<file path="config.mk">
export PLATFORM = sky130hd
export DESIGN_NAME = bip_control
export DESIGN_NICKNAME = d
export VERILOG_FILES = /design/src/rtl/bip_pkg.sv /design/src/rtl/bip_decoder.sv /design/src/rtl/bip_control.sv
export SDC_FILE = /design/constraint.sdc
export NUM_CORES = 1
export LEC_CHECK = 0
export ABC_AREA = 1
export CORE_ASPECT_RATIO = 1.1
export CORE_UTILIZATION = 35
export DETAILED_ROUTE_END_ITERATION = 16
export HOLD_SLACK_MARGIN = 0.05
export PLACE_DENSITY = 0.79
export SLEW_MARGIN = 10
export SYNTH_ARGS = -nofsm -noshare
export SYNTH_HDL_FRONTEND = slang
export SYNTH_HIERARCHICAL = 1
export SYNTH_SLANG_ARGS = --single-unit
</file>
<file path="constraint.sdc">
create_clock -name Clock -period 1.6 [get_ports Clock]
set_clock_uncertainty 0.1 [all_clocks]
set_input_delay 0.24 -clock Clock [delete_from_list [all_inputs] [get_ports Clock]]
set_output_delay 0.24 -clock Clock [all_outputs]
set_load 0.02 [all_outputs]
</file>
<file path="src/rtl/bip_pkg.sv">
// Shared definitions for the BIP fetch/decode/control slice: field widths, opcodes,
// accumulator-mux encodings, FSM states and the control-strobe bundle.
package bip_pkg;

  localparam int unsigned INSTR_WIDTH   = 16;
  localparam int unsigned PC_WIDTH      = 11;
  localparam int unsigned OPCODE_WIDTH  = 5;
  localparam int unsigned OPERAND_WIDTH = 11;
  localparam int unsigned CNT_WIDTH     = 16;

  localparam logic [OPCODE_WIDTH-1:0] OP_HLT  = 5'b00000;
  localparam logic [OPCODE_WIDTH-1:0] OP_STO  = 5'b00001;
  localparam logic [OPCODE_WIDTH-1:0] OP_LD   = 5'b00010;
  localparam logic [OPCODE_WIDTH-1:0] OP_LDI  = 5'b00011;
  localparam logic [OPCODE_WIDTH-1:0] OP_ADD  = 5'b00100;
  localparam logic [OPCODE_WIDTH-1:0] OP_ADDI = 5'b00101;
  localparam logic [OPCODE_WIDTH-1:0] OP_SUB  = 5'b00110;
  localparam logic [OPCODE_WIDTH-1:0] OP_SUBI = 5'b00111;

  localparam logic [1:0] SELA_RAM = 2'b00;
  localparam logic [1:0] SELA_EXT = 2'b01;
  localparam logic [1:0] SELA_ALU = 2'b10;

  typedef enum logic [1:0] {
    ST_FETCH   = 2'd0,
    ST_EXECUTE = 2'd1,
    ST_HALT    = 2'd2
  } state_t;

  typedef struct packed {
    logic [1:0] sel_a;
    logic       sel_b;
    logic       op_sub;
    logic       wr_acc;
    logic       wr_ram;
    logic       rd_ram;
  } ctrl_t;

endpackage

</file>
<file path="src/rtl/bip_decoder.sv">
// Purely combinational opcode-to-strobe decoder; HLT and all NOP opcodes yield no strobes.
module bip_decoder
  import bip_pkg::*;
(
  input  logic [OPCODE_WIDTH-1:0] opcode,
  output ctrl_t                   ctrl
);

  always_comb begin
    ctrl = '0;
    case (opcode)
      OP_STO: ctrl.wr_ram = 1'b1;
      OP_LD: begin
        ctrl.rd_ram = 1'b1;
        ctrl.sel_a  = SELA_RAM;
        ctrl.wr_acc = 1'b1;
      end
      OP_LDI: begin
        ctrl.sel_a  = SELA_EXT;
        ctrl.wr_acc = 1'b1;
      end
      OP_ADD, OP_SUB: begin
        ctrl.rd_ram = 1'b1;
        ctrl.sel_b  = 1'b0;
        ctrl.op_sub = (opcode == OP_SUB);
        ctrl.sel_a  = SELA_ALU;
        ctrl.wr_acc = 1'b1;
      end
      OP_ADDI, OP_SUBI: begin
        ctrl.sel_b  = 1'b1;
        ctrl.op_sub = (opcode == OP_SUBI);
        ctrl.sel_a  = SELA_ALU;
        ctrl.wr_acc = 1'b1;
      end
      default: ;
    endcase
  end

endmodule

</file>
<file path="src/rtl/bip_control.sv">
// BIP fetch/decode/control: PC register, FETCH/EXECUTE/HALT FSM, strobe gating.
// Optional BIP_CYCLE_COUNT_EN adds a saturating executed-cycle counter (CycleCount).
module bip_control
  import bip_pkg::*;
(
  input  logic                     Clock,
  input  logic                     Reset,
  input  logic                     Enable,
  input  logic [INSTR_WIDTH-1:0]   Instr,
  output logic [PC_WIDTH-1:0]      Pc,
  output logic [OPERAND_WIDTH-1:0] Operand,
  output logic [1:0]               SelA,
  output logic                     SelB,
  output logic                     OpSub,
  output logic                     WrAcc,
  output logic                     WrRam,
  output logic                     RdRam,
  output logic                     Halted
`ifdef BIP_CYCLE_COUNT_EN
  ,
  output logic [CNT_WIDTH-1:0]     CycleCount
`endif
);

  state_t                state, state_next;
  logic [PC_WIDTH-1:0]   pc_next;
  logic [OPCODE_WIDTH-1:0] opcode;
  ctrl_t                 dec_ctrl, exec_ctrl;

  assign opcode = Instr[INSTR_WIDTH-1 -: OPCODE_WIDTH];

  bip_decoder u_decoder (
    .opcode (opcode),
    .ctrl   (dec_ctrl)
  );

  always_ff @(posedge Clock or posedge Reset) begin
    if (Reset) begin
      state <= ST_FETCH;
      Pc    <= '0;
    end else begin
      state <= state_next;
      Pc    <= pc_next;
    end
  end

  // Strobes come straight from the registered state, so reset clears them without a clock.
  always_comb begin
    state_next = state;
    pc_next    = Pc;
    exec_ctrl  = '0;
    Operand    = '0;
    Halted     = 1'b0;
    case (state)
      ST_FETCH: begin
        if (Enable) state_next = ST_EXECUTE;
      end
      ST_EXECUTE: begin
        Operand = Instr[OPERAND_WIDTH-1:0];
        if (Enable) begin
          exec_ctrl = dec_ctrl;
          if (opcode == OP_HLT) begin
            state_next = ST_HALT;
          end else begin
            pc_next    = Pc + PC_WIDTH'(1);
            state_next = ST_FETCH;
          end
        end
      end
      ST_HALT: Halted = 1'b1;
      default: state_next = ST_FETCH;
    endcase
  end

  assign SelA  = exec_ctrl.sel_a;
  assign SelB  = exec_ctrl.sel_b;
  assign OpSub = exec_ctrl.op_sub;
  assign WrAcc = exec_ctrl.wr_acc;
  assign WrRam = exec_ctrl.wr_ram;
  assign RdRam = exec_ctrl.rd_ram;

`ifdef BIP_CYCLE_COUNT_EN
  // Counts every enabled non-HALT cycle, including the HLT EXECUTE cycle.
  always_ff @(posedge Clock or posedge Reset) begin
    if (Reset) begin
      CycleCount <= '0;
    end else if (Enable && (state != ST_HALT) && (CycleCount != {CNT_WIDTH{1'b1}})) begin
      CycleCount <= CycleCount + CNT_WIDTH'(1);
    end
  end
`endif

endmodule
</file>
==> impl_metrics.yaml <==
synthesis:
  yosysWarnings: 6
  synth-adder-area-share: 0.0129
  ys_seq_elements: 13
  ys_types: 22
  synth_mux_area_frac: 0
  seq_area_frac_synth: 0.336
  synth_compound_area_frac: 0.0323
  syn_area_um2: 967
  yosys.area_share.simple: 0.457
  avgSynthCellArea_um2: 6.12
  synth_top_family_by_area: "simple AND/OR/NAND/NOR gates"
  synth_xor_area_frac: 0.0272
  postSynthCellCount: 158
  syn_nets: 178
grt:
  grt_max_degree: 14
  antenna_found_initial: 0
  grt_overflow: 0
  first_global_vias: 981
  grt_first_pass_wirelength_um: 4010
  track_usage: 0.171
timing:
  setup_violations: 0
  grt_setup_unrepaired: "no"
  max_slew_margin: 0.675
  worst_slew_pin_slew_ns: 0.487
  finalMaxSlewViolations: 0
  period_share: 0.986
  finalHoldViolations: 0
  fmax_ghz: 0.634
  fin_crit_ns: 1.58
critical_path:
  cp-endpoint: "Pc[5]"
  start_kind: "flop"
  crit_slowest_cell: "clkdlybuf4s50_1"
  ff2ff_setup_slack_ns: 0.24
  critPathKind: "flop to output pin"
  worstSetupPathDepth: 1
  crit_buf_inv: 1
  cp-startpoint: "Pc[5]$_DFFE_PP0P_"
  crit_fanout: 2
  rr_worst_depth: 6
  r2r_start: "Pc[0]$_DFFE_PP0P_"
  crit_path_end_kind: "output pin"
  cp_slowest_stage_delay_ns: 0.60
  cpLargestDelayFamily: "buffers and inverters"
  crit_chain: "clkdlybuf4s50_1"
  crit_arrival_ns: 1.24
  r2r-end: "Pc[6]$_DFFE_PP0P_"
  required_ns: 1.26
floorplanning:
  die_h_um: 57.1
  coreArea_um2: 2570
  fp-row-count: 19
  dieWidth_um: 52.1
  io_pins: 49
  die-area_um2: 2980
  initial_core_util: 0.377
layout:
  nets: 241
  synthToLayoutAreaGrowth_pct: 54.3
  ff_latch_area_um2: 325
  antenna_cells: 0
  final_cell_area_um2: 1490
  multiInputGateArea_um2: 514
  final.fill_count: 265
  drive_above_1_share: 0.191
run_status:
  status: "finished, final reports clean"
place:
  place_congestion: 0.861
  placed_cell_area_um2: 1560
  portBuffers: 48
  hpwlAfterDp_um: 1900
cts:
  clock_path_buffers: 2
  cts_tree: "done"
  cts_setup_buffers: 0
  hold_buffers: 0
  htree_levels: 1
  insertion_delay_ns: 0.28
  clkSinkCount: 13
  path_clk_slew_ns: 0.09
  cts_root_buf: "clkbuf_4"
  numCtsBuffers: 3
power_and_ir_drop:
  intPower_mw: 0.468
  power_mw: 0.617
  ir_drop_mv: 0.364
  power.switching_mw: 0.148
  leakage_nw: 0.862
  pwr-share-comb: 0.124
  p_sw_frac: 0.241
  power_frac_clock: 0.344
  p_seq_frac: 0.532
  cellPowerDensity_nw_per_um2: 413
flow_run:
  maxCapViolCount: 0
routing:
  dr.pass1.iters: 4
  vias: 1120
  drt-initial-drc-count: 23
  post_drt_wl_per_cell_um: 9.72
  wl_um: 2440
  ant_nets: 0
  drcViolationCount: 0
  vias_per_cell: 4.46
min_path:
  hold_class: "input pin to async pin"
==> power by group through the flow <==
stage / registers [mW] / logic (mW) / clock network, mW
2_1_floorplan: 0.335 / 0.0284 / 0
3_3_place_gp: 0.335 / 0.0807 / 0
3_5_place_dp: 0.335 / 0.0818 / 0
6_report: 0.328 / 0.0763 / 0.212
4_1_cts: 0.328 / 0.0770 / 0.209
5_1_grt: 0.328 / 0.0863 / 0.225
==> timing repair <==
action                                  4_1_cts  5_1_grt
endpoints found under the setup margin       27       19
pin swaps                                     1        0
resized for setup                            90        7
==> synth_stat cells <==
cell type | count | area, um^2
nand3b_1 | 4 | 30.0
nand2_4 | 1 | 11.3
dfrtp_1 | 13 | 325
ha_1 | 1 | 12.5
inv_1 | 29 | 109
nand2_1 | 48 | 180
a21oi_1 | 1 | 5.00
nand4_1 | 3 | 18.8
nand2_2 | 1 | 6.26
clkinv_4 | 1 | 8.76
nor3_1 | 1 | 5.00
buf_4 | 1 | 7.51
or2_0 | 1 | 6.26
nand3_1 | 7 | 35.0
o21ai_0 | 4 | 20.0
o22ai_1 | 1 | 6.26
nor2_1 | 35 | 131
nor2_4 | 1 | 11.3
buf_2 | 1 | 5.00
xnor2_1 | 2 | 17.5
nor2_2 | 1 | 6.26
xor2_1 | 1 | 8.76
==> worst min-delay path by stage <==
stage                        from                   end  slack [ns]  cells past startpoint
2_1_floorplan               Reset     Pc[0]$_DFFE_PP0P_        0.02                      1
3_3_place_gp   Pc[10]$_DFFE_PP0P_    Pc[10]$_DFFE_PP0P_        0.38                      2
3_5_place_dp   Pc[10]$_DFFE_PP0P_    Pc[10]$_DFFE_PP0P_        0.39                      2
4_1_cts                     Reset     Pc[1]$_DFFE_PP0P_        0.21                      2
5_1_grt                     Reset     Pc[1]$_DFFE_PP0P_        0.26                      2
6_report                    Reset  state[1]$_DFFE_PP0P_        0.17                      2
==> routing by layer <==
layer | wire length [um] | vias to the layer above | part of all wire | track usage
li1 | - | 592 | - | -
met1 | 1070 | 487 | 0.44 | 0.218
met2 | 1130 | 36 | 0.46 | 0.293
met3 | 209 | 5 | 0.086 | 0.0373
met4 | 27 | 0 | 0.011 | 0.0347
met5 | 0 | - | 0 | 0
==> registers in the layout (all words and copies together) (netlist names) <==
register and flops:
Pc 11, state 2
==> placed cells by master (no fill, tap or decap), types with 2 or more instances in the layout <==
cell type        synthesis  layout
clkbuf_4                 0       3
nand3_1                  7       7
inv_1                   29      27
inv_2                    0       2
nand2_2                  1       2
nor2_1                  35      35
dlygate4sd2_1            0      14
nand3b_1                 4       4
o21ai_0                  4       4
clkdlybuf4s50_1          0      14
nand2_1                 48      47
nand4_1                  3       3
buf_4                    1      16
xnor2_1                  2       2
buf_2                    1      14
dfrtp_1                 13      13
==> metrics by stage <==
step | hold WS, ns | std cells | TNS [ns] | worst slack, ns | utilization
floorplan | 0.0170 | 158 | 0 | 0.140 | -
global placement | 0.384 | 247 | -7.00 | -0.517 | 0.609
detailed placement | 0.387 | 247 | -7.46 | -0.548 | 0.609
CTS | 0.211 | 251 | 0 | 0.00593 | 0.579
global route | 0.256 | 251 | 0 | 0.00392 | 0.581
finish | 0.174 | 251 | 0 | 0.0220 | 0.581
==> layout make-up <==
| cell class | count | area share |
|---|---|---|
| tap | 31 | 0.0260 |
| inverter | 30 | 0.0788 |
| sequential | 13 | 0.218 |
| multi-input combinational | 113 | 0.345 |
| clock buffer | 4 | 0.0176 |
| timing repair buffer | 60 | 0.315 |
==> cells by family (layout without fill, tap and decap cells) <==
group | count (synthesis) | after routing
buffers and inverters | 32 | 94
adder cells (fa/ha/maj) | 1 | 1
AND/OR/NAND/NOR | 103 | 103
AO/OA/AOI/OAI | 6 | 6
XOR/XNOR | 3 | 3
flip-flops | 13 | 13
Note: power is estimated with default switching activity, not from simulation.
